### src/rtl/vga_rect_fill.sv
// Rectangle filler for the 160x120 VGA plot slave.
// The CPU writes origin, size and colour over the slave port, then starts the
// fill. The block clips the rectangle to the screen and walks it in row-major
// order, issuing one pixel-plot write per pixel on the master port.
module vga_rect_fill #(
    parameter int SCREEN_W = 160,
    parameter int SCREEN_H = 120
) (
    input  logic        clk,
    input  logic        reset_n,
    input  logic [3:0]  address,
    input  logic        read,
    output logic [31:0] readdata,
    input  logic        write,
    input  logic [31:0] writedata,
    output logic [3:0]  m_address,
    output logic        m_write,
    output logic [31:0] m_writedata,
    input  logic        m_waitrequest,
    output logic        done
);

    localparam logic [8:0] SW = 9'(SCREEN_W);
    localparam logic [8:0] SH = 9'(SCREEN_H);

    typedef enum logic [1:0] {IDLE, SETUP, EMIT} state_t;

    state_t      state, state_nxt;
    logic [7:0]  x0, w, colour, cx;
    logic [6:0]  y0, h, cy;
    logic [8:0]  xe, ye;
    logic [15:0] count;
    logic        start, accept, last_col, last_row, empty, fill_end;
    logic [8:0]  x_sum, y_sum;

    // Only the coordinate and colour fields of writedata are meaningful.
    logic unused_ok;
    assign unused_ok = &{1'b0, writedata[31], writedata[15:8]};

    // 9-bit sums so that x0+w / y0+h never wrap before clipping
    assign x_sum    = {1'b0, x0} + {1'b0, w};
    assign y_sum    = {2'b0, y0} + {2'b0, h};
    assign empty    = (w == 8'd0) || (h == 7'd0) ||
                      ({1'b0, x0} >= SW) || ({2'b0, y0} >= SH);
    assign start    = write && (address == 4'd0) && (state == IDLE);
    assign accept   = (state == EMIT) && !m_waitrequest;
    assign last_col = ({1'b0, cx} + 9'd1) >= xe;
    assign last_row = ({2'b0, cy} + 9'd1) >= ye;

    // State register
    always_ff @(posedge clk or negedge reset_n) begin
        if (!reset_n) state <= IDLE;
        else          state <= state_nxt;
    end

    // Next-state logic
    always_comb begin
        state_nxt = state;
        case (state)
            IDLE:    if (start) state_nxt = SETUP;
            SETUP:   state_nxt = empty ? IDLE : EMIT;
            EMIT:    if (accept && last_col && last_row) state_nxt = IDLE;
            default: state_nxt = IDLE;
        endcase
    end

    // Output decode: master request and end-of-fill detect
    always_comb begin
        m_address   = 4'd0;
        m_write     = (state == EMIT);
        m_writedata = {1'b0, cy, cx, 8'h00, colour};
        fill_end    = ((state == SETUP) && empty) ||
                      (accept && last_col && last_row);
    end

    // done is a registered one-cycle pulse following the final transition
    always_ff @(posedge clk or negedge reset_n) begin
        if (!reset_n) done <= 1'b0;
        else          done <= fill_end;
    end

    // Configuration registers; writes only land while idle
    always_ff @(posedge clk or negedge reset_n) begin
        if (!reset_n) begin
            x0     <= '0;
            y0     <= '0;
            w      <= '0;
            h      <= '0;
            colour <= '0;
        end else if (write && state == IDLE) begin
            case (address)
                4'd1: begin
                    x0 <= writedata[23:16];
                    y0 <= writedata[30:24];
                end
                4'd2: begin
                    w <= writedata[23:16];
                    h <= writedata[30:24];
                end
                4'd3:    colour <= writedata[7:0];
                default: ;
            endcase
        end
    end

    // Walk cursor and clipped bounds; cursor advances only on accepted pixels
    always_ff @(posedge clk or negedge reset_n) begin
        if (!reset_n) begin
            cx <= '0;
            cy <= '0;
            xe <= '0;
            ye <= '0;
        end else if (state == SETUP) begin
            cx <= x0;
            cy <= y0;
            xe <= (x_sum < SW) ? x_sum : SW;
            ye <= (y_sum < SH) ? y_sum : SH;
        end else if (accept) begin
            if (!last_col) begin
                cx <= cx + 8'd1;
            end else begin
                cx <= x0;
                cy <= cy + 7'd1;
            end
        end
    end

    // Pixel counter: cleared by start, bumped per accepted pixel
    always_ff @(posedge clk or negedge reset_n) begin
        if (!reset_n)    count <= '0;
        else if (start)  count <= '0;
        else if (accept) count <= count + 16'd1;
    end

    // Registered slave read data, held between reads
    always_ff @(posedge clk or negedge reset_n) begin
        if (!reset_n) begin
            readdata <= '0;
        end else if (read) begin
            case (address)
                4'd0:    readdata <= {31'b0, state != IDLE};
                4'd1:    readdata <= {1'b0, y0, x0, 16'b0};
                4'd2:    readdata <= {1'b0, h, w, 16'b0};
                4'd3:    readdata <= {24'b0, colour};
                4'd4:    readdata <= {16'b0, count};
                default: readdata <= '0;
            endcase
        end
    end

endmodule

### config.mk
export PLATFORM = sky130hd
export DESIGN_NAME = vga_rect_fill
export DESIGN_NICKNAME = d
export VERILOG_FILES = /design/src/rtl/vga_rect_fill.sv
export SDC_FILE = /design/constraint.sdc
export NUM_CORES = 1
export LEC_CHECK = 0
export ABC_AREA = 0
export CAP_MARGIN = 20
export CORE_MARGIN = 2
export CORE_UTILIZATION = 50
export CTS_BUF_LIST = sky130_fd_sc_hd__clkbuf_4
export DETAILED_ROUTE_END_ITERATION = 12
export PLACE_DENSITY = 0.79
export SLEW_MARGIN = 20
export SYNTH_ARGS = -nofsm -noshare
export SYNTH_HDL_FRONTEND = slang
export SYNTH_SLANG_ARGS = --single-unit
export TNS_END_PERCENT = 20
### constraint.sdc
create_clock -name clk -period 3.2 [get_ports clk]
set_input_delay 0.48 -clock clk [delete_from_list [all_inputs] [get_ports clk]]
set_output_delay 0.48 -clock clk [all_outputs]
set_load 0.01 [all_outputs]
# --- Word level (Yosys, flattened, before mapping) ---
# Index checks and enable logic that the tools add are counted.
op_classes:
  n_eq_ne: 8
  reduce_logical: 25
  add_sub_neg: 7
  n_mux: 15
  magnitude_cmp: 6
op_table:
  columns: ["operator", "n"]
  rows:
  - ["$pmux 31 s5", 1]
  - ["$mux 16", 2]
  - ["$mux 8", 4]
  - ["$mux 7", 3]
  - ["$add 16x1->16 const B", 1]
  - ["$reduce_and 2->1", 5]
  - ["$add 8x1->9 const B", 1]
  - ["$add 8x8->9", 1]
  - ["$ge 8x9->1", 1]
  - ["$ge 9x9->1", 1]
  - ["$lt 9x8->1 const B", 1]
  - ["$mux 9", 1]
  - ["$add 7x1->8 const B", 1]
  - ["$add 7x7->8", 1]
  - ["$add 8x1->8 const B", 1]
  - ["$eq 4x2->1 const B", 2]
  - ["$ge 8x8->1 const B", 1]
  - ["$logic_not 8->1", 1]
  - ["$lt 8x7->1 const B", 1]
  - ["$reduce_bool 2->1", 4]
  - ["$add 7x1->7 const B", 1]
  - ["$ge 7x7->1 const B", 1]
  - ["$logic_and 1x1->1", 7]
  - ["$logic_not 7->1", 1]
  - ["12 further kinds", 17]
word_totals:
  reg_bits: 122
  elab_cells: 74
  input_bits: 41
  output_inout_bits: 70

# --- Longest topological paths before layout ---
# Gate-level depths: netlist (run 1).
depth:
  depth_word: 6
  depth_mapped: 11

# --- Least setup slack after synthesis (run 1) ---
# No wires, ideal clock.
synth_path:
  path_type: "register -> register"
  startpoint: "register cx[0]"
  endpoint: "register cx[3]"
  required_time_ns: 3.072
  setup_slack_ns: 0.158
  path_stages_with_launch: 11
  setup_time_ns: 0.128
  path_buffers: 0
  arrival_time_ns: 2.914
  path_cell_list: "dfrtp_1 -> ha_1 -> and3_1 -> and3_1 -> and3_1 -> ha_1 -> a21oi_1 -> o21ai_1 -> a211o_1 -> a21oi_2 -> mux2_1"
synth_between:
  elab_chain_cells: 5
  word_cells_on_any_way: 6
  cone_classes: "add/sub (2); order compare (1); mux (3)"
synth_lines:
  columns: ["element", "line", "text"]
  rows:
  - ["start, declared", "29", "logic [7:0] x0, w, colour, cx;"]
  - ["start signal, assigned", "120", "cx <= cx + 8'd1;"]
  - ["$add 8x1->9", "47", "assign last_col = ({1'b0, cx} + 9'd1) >= xe;"]
  - ["$ge 9x9->1", "47", null]
  - ["$mux 8 *", "119", "if (!last_col) begin"]
  - ["$mux 8 *", "118", "end else if (accept) begin"]
  - ["$mux 8 *", "113", "end else if (state == SETUP) begin"]
# Every way passes the cells marked *; elsewhere a longest branch is shown, timed or not. The select of a mux whose other input is x is not followed.
# A chain may end at the register's enable or synchronous reset.

# --- Final worst setup path (run 1) ---
layout_path:
  startpoint: "register cx[1]"
  endpoint: "register cx[6]"
# The elaborated chain is that of the path after synthesis.

==> results of run 1 <==
==> routing by layer <==
layer	global-route usage (%)	vias to the layer above	wire, µm
met5	0	-	0
met4	8.38	0	366
met3	4.90	31	786
met2	40.3	158	8240
met1	30.4	2693	7090
li1	-	2580	-
==> logic make-up after synthesis <==
logic type,Yosys count,synth area share (%)
other cells,1,0.0560
buf+inv,93,6.12
fa+ha+maj,37,7.13
xor+xnor,34,4.44
simple gates,167,13.7
flops,120,44.8
compound gates,164,16.9
mux,41,6.89
==> Yosys cell counts (all sizes together), types with 3 or more instances <==
cell    number  area (µm²)
dfrtp      120        3000
inv         57         214
nor2        43         164
mux2        41         462
ha          35         438
nand2       34         128
o21ai       29         145
a22oi       27         203
o22ai       25         156
a21oi       22         114
buf         21         140
xnor2       18         158
nand3       17        95.1
xor2        16         140
clkbuf      15        56.3
nand4       12        81.3
nor3        11        60.1
a211oi      10        85.1
a31oi        9        56.3
and3         9        56.3
nor4         8        50.1
a21boi       6        45.1
or3          6        37.5
nand2b       5        31.3
nor4b        5        73.8
o211a        5        50.1
o211ai       5        37.5
a32o         4        43.8
nor2b        4        25.0
and3b        3        26.3
nand3b       3        22.5
o32ai        3        26.3
==> placed cells by master (no fill, tap or decap), types with 16 or more instances in the layout <==
master,netlist,routed
sky130_fd_sc_hd__a21oi_1,21,21
sky130_fd_sc_hd__a22oi_1,27,27
sky130_fd_sc_hd__clkbuf_4,0,19
sky130_fd_sc_hd__clkdlybuf4s50_1,0,86
sky130_fd_sc_hd__dfrtp_1,120,120
sky130_fd_sc_hd__ha_1,35,35
sky130_fd_sc_hd__inv_1,56,56
sky130_fd_sc_hd__mux2_1,41,41
sky130_fd_sc_hd__nand2_1,34,34
sky130_fd_sc_hd__nor2_1,42,42
sky130_fd_sc_hd__o21ai_1,21,20
sky130_fd_sc_hd__o22ai_1,25,25
sky130_fd_sc_hd__xnor2_1,18,18
sky130_fd_sc_hd__xor2_1,16,16
==> cell type report <==
class	instances	area (µm²)	area share [%]
multi-input cells	457	3350	41.4
well taps	176	220	2.72
inverters	57	214	2.64
diodes	1	2.50	0.0309
repair buffers	103	1000	12.4
flip-flops and latches	120	3000	37.1
clock buffers	19	143	1.76
clock inverters	13	159	1.96
==> flip-flops by register name, indices dropped and copies added (netlist names), 2 cells and up <==
register and flops:
xe 9, y0 7, w 8, h 7
x0 8, cy 7, count 16, colour 8
readdata 31, state 2, ye 8, cx 8
==> power breakdown <==
| group | total (mW) | switching (mW) | internal (mW) |
|---|---|---|---|
| clock network | 1.17 | 0.552 | 0.619 |
| logic | 3.03 | 1.63 | 1.40 |
| registers | 2.36 | 0.467 | 1.89 |
| total | 6.55 | 2.65 | 3.90 |
==> worst max-delay path, delay by kind of cell (launching register included) <==
kind            cells  cell delay [ps]
mux                 1              350
simple gates        3              670
flops               1              460
compound gates      4              850
fa+ha+maj           2              580
==> how the worst max path moves through the flow <==
stage                     startpoint       end  slack, ps  cells after the start
after floorplan                cx[0]     cx[3]        160                     10
after global placement         cx[1]  state[1]        250                     11
after detailed placement       cx[1]     cx[6]        140                     10
after CTS                      cx[1]     cx[6]        130                     10
after global routing           cx[1]     cx[3]         60                     10
final                          cx[1]     cx[6]        190                     10
==> what timing repair did <==
item | CTS | global route
gates resized for setup | 0 | 2
hold buffers | 1 | 0
hold endpoints to repair | 28 | 0
endpoints found under the setup margin | 0 | 5
==> results summary, run 1 <==
The clock sink total came out at 120. The startpoint identified for the worst register-to-register timing path is cx[1]. The count of placed standard cells in the final layout, fillers left out is 946.

The worst-path maximum fanout is 6. The path category of the worst min-delay check is reg2reg. The routed layout has 5462 vias. Entering global routing, the biggest net connects 55 pins.

The leakage dissipation came out at 3.51 nW. Timing would allow up to 332 MHz. The first global-routing pass estimated 27.2 mm of wire.

The instance area at placement is 7770 µm². The number of slew-limit violations in the final report is 0. The endpoint kind of the worst setup timing path is a flip-flop. The total overflow reported by the global router came out at 0. The worst IR drop on VDD came out at 0.448 mV. The count of final setup violators came out at 0.

For this design the ratio of total power to cell area is 810 nW/µm². The die extent in y is 120 µm. The final critical path takes up 94.2% of the cycle. The worst setup path is launched from a flip-flop. The area of the mapped netlist is 6700 µm². Sequential elements use 44.8% of the synthesized area. The via count of the first global-routing pass came out at 5449.

Summed over all layers, the routed wires come to 16.5 mm. The total non-filler cell area in the finished layout is 8090 µm². The number of standard cells after synthesis came out at 657. Setup repair after global routing left no endpoint under its margin. The largest clock skew in the final design came out at 18.1 ps. The global routing usage summed across all routing layers is 23.8%. The required time at the worst-slack endpoint is 3620 ps. The count of nets left with antenna violations once routing finished came out at 0. The worst max-slew margin expressed relative to the limit is 29.4%.

The library cell contributing the largest single delay on the critical path is sky130_fd_sc_hd__dfrtp_1. The overall die area came out at 14300 µm². The count of input and output buffers came out at 87. The routed wirelength normalized by instance count is 17.4 µm.

The clock insertion delay at the later pin of the skew report came out at 550 ps. The number of antenna violations at the first check in global routing is 1. The number of hold-slack violations in the final timing report came to 0. The average size of a mapped cell came out at 10.2 µm².

The area inside the core boundary came out at 13200 µm². The die width came out at 120 µm. The number of nets in the layout is 834. The Yosys warning count is 0. The critical path is of the reg2reg type. The final critical-path required period is 3010 ps. The fraction of the core area covered by cells at the end of the flow came out at 61.3%.

The number of top-level pins is 111. The violation count after the first detailed-routing iteration is 436. The number of cells in the design after placement is 912. The cell type with the highest occurrence count on the critical path is sky130_fd_sc_hd__and3_1.

The proportion of synthesized flip-flops having asynchronous set or reset came out at 100%. Dividing the detail-routed via count by the number of cells gives 5.77. Across all register-to-register paths, the minimum setup slack is 190 ps. The signal on the critical path passes through ha_1 > and3_1 > and3_1 > and3_1 > ha_1 > a21oi_1 > o21ai_2 > a211o_1 > a21oi_4 > mux2_1. The filler cell count is 1094.

The worst min-delay path startpoint is ye[7]. The slack of the critical path is 186 ps. The worst hold path terminates at ye[7].

The cell at the root of the clock tree is sky130_fd_sc_hd__clkbuf_4. After detailed routing, the number of remaining DRC violations is 0. For the pin with the worst max-slew slack, the measured transition is 1060 ps.

The cell depth of the worst flop-to-flop path came out at 10. In this run, synthesis inferred 0 flip-flops with an integrated enable. The setup TNS after final layout is 0 ps. The clock input transition at the sequential cells of the worst setup and hold paths is 100 ps. The arrival time at the worst endpoint came out at 3440 ps. The post-route total power came out at 6.55 mW. The critical path's largest stage delay is 460 ps. Hold is met by 510 ps. The most used flip-flop cell after synthesis is sky130_fd_sc_hd__dfrtp_1.

The number of different library cells used by synthesis comes to 67. TritonCTS created 17 clock buffers. The number of max-capacitance violations reported is 0. The global placement routability congestion is 0.910. The TritonCTS clock tree is yes. The initial utilization of the core area, before any placement, comes to 50.8%. In this run the critical register-to-register path is captured at cx[6]. The sum of net half-perimeters after detailed placement is 12.1 mm. The number of instances on the worst hold path came out at 2. The first-pass iteration count of the detailed router is 5. The H-tree was split into 4 levels. Timing analysis after detailed placement gives a worst setup slack of 144 ps. The clock passes through at most 2 buffers. The run finished with clean final reports. The signed area change from the synthesized netlist to the final layout came out at 20.8%. The floorplan row count came out at 42. Cells with a size suffix above 1 make up 7.93% of the layout. The post-synthesis register bit count is 120.

The buffers inserted during post-CTS setup optimization came out at 0.
Power figures use the tool's default switching activity.
==> run 2: changes to the inputs <==
Settings changed: CORE_ASPECT_RATIO set to 0.75, CORE_UTILIZATION 50 to 49, CTS_BUF_LIST sky130_fd_sc_hd__clkbuf_4 to unset, PLACE_DENSITY 0.79 to 0.77.
==> run 2 against run 1 <==
Clock power grew 78%. Die area rose by 2.0%. Critical endpoint is now cx[3]. Non-clock buffer count decreased by 1. Worst hold slack worse by 400 ps. Critical path depth did not move. Largest cell class unchanged. Sequential cell count did not move.
==> results summary, run 2 (synthesized netlist as in run 1, its figures left out) <==
Result of the run: finished, final reports clean (unchanged). The count of input and output buffers was 87 (unchanged). The post-route total power is 7.53 mW (was 6.55 mW). The count of final setup violators is 0 (unchanged). The clock insertion delay at the later pin of the skew report came out at 420 ps (was 550 ps). The endpoint kind of the worst setup timing path is a flip-flop (unchanged). The achievable clock frequency came out at 327 MHz (was 332 MHz). The TritonCTS clock tree is yes (unchanged). The required time at the worst-slack endpoint came out at 3500 ps (was 3620 ps).

The clock input transition at the sequential cells of the worst setup and hold paths is 60 ps (was 100 ps). The area of the multi-input gates is 3350 µm² (about the same). The number of flip-flops in the largest register came out at 31 (unchanged). The wire length of the first global-routing pass came to 29.4 mm (was 27.2 mm). The final critical-path required period is 3050 ps (was 3010 ps). The area inside the core boundary is 13200 µm² (about the same). The floorplan row count is 36 (was 42). The buffer depth of the longest clock path came to 2 (unchanged). The number of max-capacitance violations reported came to 0 (unchanged). The number of vias per cell came to 6.08 (was 5.77). The transition time of the tightest slew-check pin is 730 ps (was 1060 ps). The fraction of the core area covered by cells at the end of the flow was 63.8% (was 61.3%). The filler cell count was 1040 (was 1094). The arrival time at the worst endpoint came out at 3350 ps (was 3440 ps). The total non-filler cell area in the finished layout came to 8400 µm² (was 8090 µm²). The number of slew-limit violations in the final report came out at 0 (unchanged). The overall die area is 14600 µm² (was 14300 µm²). The critical path class is reg2reg (unchanged). The final worst-path cycle share is 95.4% (was 94.2%).

The most frequent standard cell in the layout excluding fill and tap cells is sky130_fd_sc_hd__dfrtp_1 (unchanged). The via count of the first global-routing pass is 5646 (was 5449). Commonest cells after routing, fill and taps aside: sky130_fd_sc_hd__dfrtp_1, sky130_fd_sc_hd__clkdlybuf4s50_1, sky130_fd_sc_hd__inv_1 (unchanged). The number of nets in the layout came out at 833 (was 834). The tightest hold margin was 108 ps (was 510 ps). The area taken by flip-flops and latches is 3000 µm² (unchanged).

The number of antenna violations at the first check in global routing came to 0 (was 1). The share of post-route cells with drive strength above 1 came out at 8.59% (was 7.93%). The total of hold buffers inserted after clock tree synthesis is 0 (was 1). The largest clock skew in the final design came to 11.8 ps (was 18.1 ps).

The buffers inserted during post-CTS setup optimization is 0 (unchanged). The global routing usage summed across all routing layers is 25.4% (was 23.8%). The total routed wirelength came to 18.1 mm (was 16.5 mm). The power density normalized to cell area came out at 897 nW/µm² (was 810 nW/µm²). The die extent in y is 105 µm (was 120 µm). The first-pass iteration count of the detailed router is 7 (was 5). The signed area change from the synthesized netlist to the final layout is 25.3% (was 20.8%). The quantity of gates resized following cts is 0 (unchanged). The starting density of the core is 50.9% (was 50.8%). The number of nets with antenna violations after detailed routing came to 0 (unchanged). The worst IR drop on VDD is 0.500 mV (was 0.448 mV).

The sum of net half-perimeters after detailed placement is 12.8 mm (was 12.1 mm). The H-tree depth came to 4 (unchanged). The clock sink total came out at 120 (unchanged). The cell at the root of the clock tree is sky130_fd_sc_hd__clkbuf_16 (was sky130_fd_sc_hd__clkbuf_4).

The number of hold-slack violations in the final timing report is 0 (unchanged). The number of antenna diodes is 0 (was 1). The largest net degree at the start of global routing came out at 59 (was 55).

The routed wirelength normalized by instance count is 19.3 µm (was 17.4 µm). The total overflow reported by the global router is 0 (unchanged). Registers with the highest flip-flop counts: readdata (31), count (16), xe (9) (unchanged). The global placement routability congestion is 0.888 (was 0.910). The die width came out at 139 µm (was 120 µm).

The violation count after the first detailed-routing iteration was 442 (was 436). The path category of the worst min-delay check was in2async (was reg2reg). The largest register by flop count is readdata (unchanged). The instance area at placement is 7750 µm² (was 7770 µm²). The worst max-slew margin expressed relative to the limit is 51.3% (was 29.4%). The number of buffers added by the clock tree synthesis step came out at 17 (unchanged).

The worst-path maximum fanout came out at 6 (unchanged). The leakage dissipation came out at 3.65 nW (was 3.51 nW). The number of vias in the routed layout is 5711 (was 5462). The number of top-level pins was 111 (unchanged).

The sort of element at the start of the critical path is a flip-flop (unchanged). The number of DRC violations after detailed routing came out at 0 (unchanged).
-- run 2: changes by cell type in the layout (fill, tap and decap cells not counted), moves of 3 or more --
cell,change
sky130_fd_sc_hd__clkbuf_16,+17
sky130_fd_sc_hd__clkinv_4,+4
sky130_fd_sc_hd__clkinv_1,-5
sky130_fd_sc_hd__clkinv_2,-3
sky130_fd_sc_hd__inv_6,+6
sky130_fd_sc_hd__clkbuf_4,-19
-- run 2: final timing paths --
check                      endpoint  cells after the start  slack (ps)     from
max                           cx[3]                     10         150    cx[1]
min                           cy[4]                      1         110  reset_n
max reg2reg                   cx[3]                     10         150    cx[1]
min reg2reg                   ye[1]                      1         500    ye[1]
max in group asynchronous     x0[0]                      2        2230  reset_n
min in group clk              ye[1]                      1         500    ye[1]
-- run 2: area by class of cell --
class / instances / share of cell area, %
repair buffers: 102 / 11.7
well taps: 171 / 2.55
inverters: 57 / 2.55
multi-input cells: 457 / 39.9
clock buffers: 17 / 5.07
flip-flops and latches: 120 / 35.8
clock inverters: 15 / 2.53
-- run 2: layer usage --
layer	global-route usage, %	part of all wire (%)	vias up
met5	0	0	-
met4	10.2	2.9	0
met3	5.32	6.3	52
met2	38.7	47	240
met1	35.6	44	2847
li1	-	-	2572
-- run 2: report_power, final --
| group | leakage (nW) | total, mW | switching (mW) | internal [mW] |
|---|---|---|---|---|
| Clock | 0.314 | 2.08 | 0.761 | 1.32 |
| Combinational | 1.77 | 3.08 | 1.68 | 1.39 |
| Sequential | 1.57 | 2.37 | 0.475 | 1.89 |
| Total | 3.65 | 7.53 | 2.92 | 4.61 |
-- run 2: critical path, stage by stage (launching register included) --
cell and delay (ps):
sky130_fd_sc_hd__dfrtp_1 420, sky130_fd_sc_hd__ha_1 250, sky130_fd_sc_hd__and3_1 240, sky130_fd_sc_hd__and3_1 230, sky130_fd_sc_hd__and3_1 190, sky130_fd_sc_hd__ha_1 310
sky130_fd_sc_hd__a21oi_1 160, sky130_fd_sc_hd__o21ai_1 190, sky130_fd_sc_hd__a211o_1 330, sky130_fd_sc_hd__a21oi_4 250, sky130_fd_sc_hd__mux2_1 360
-- run 2: stage by stage --
| stage | setup slack (ps) | std cells | setup TNS (ps) |
|---|---|---|---|
| 2_1_floorplan | 158 | 670 | 0 |
| 3_3_place_gp | 218 | 907 | 0 |
| 3_5_place_dp | 121 | 907 | 0 |
| 4_1_cts | 105 | 939 | 0 |
| 5_1_grt | -1.15 | 939 | -2.28 |
| 6_report | 146 | 939 | 0 |
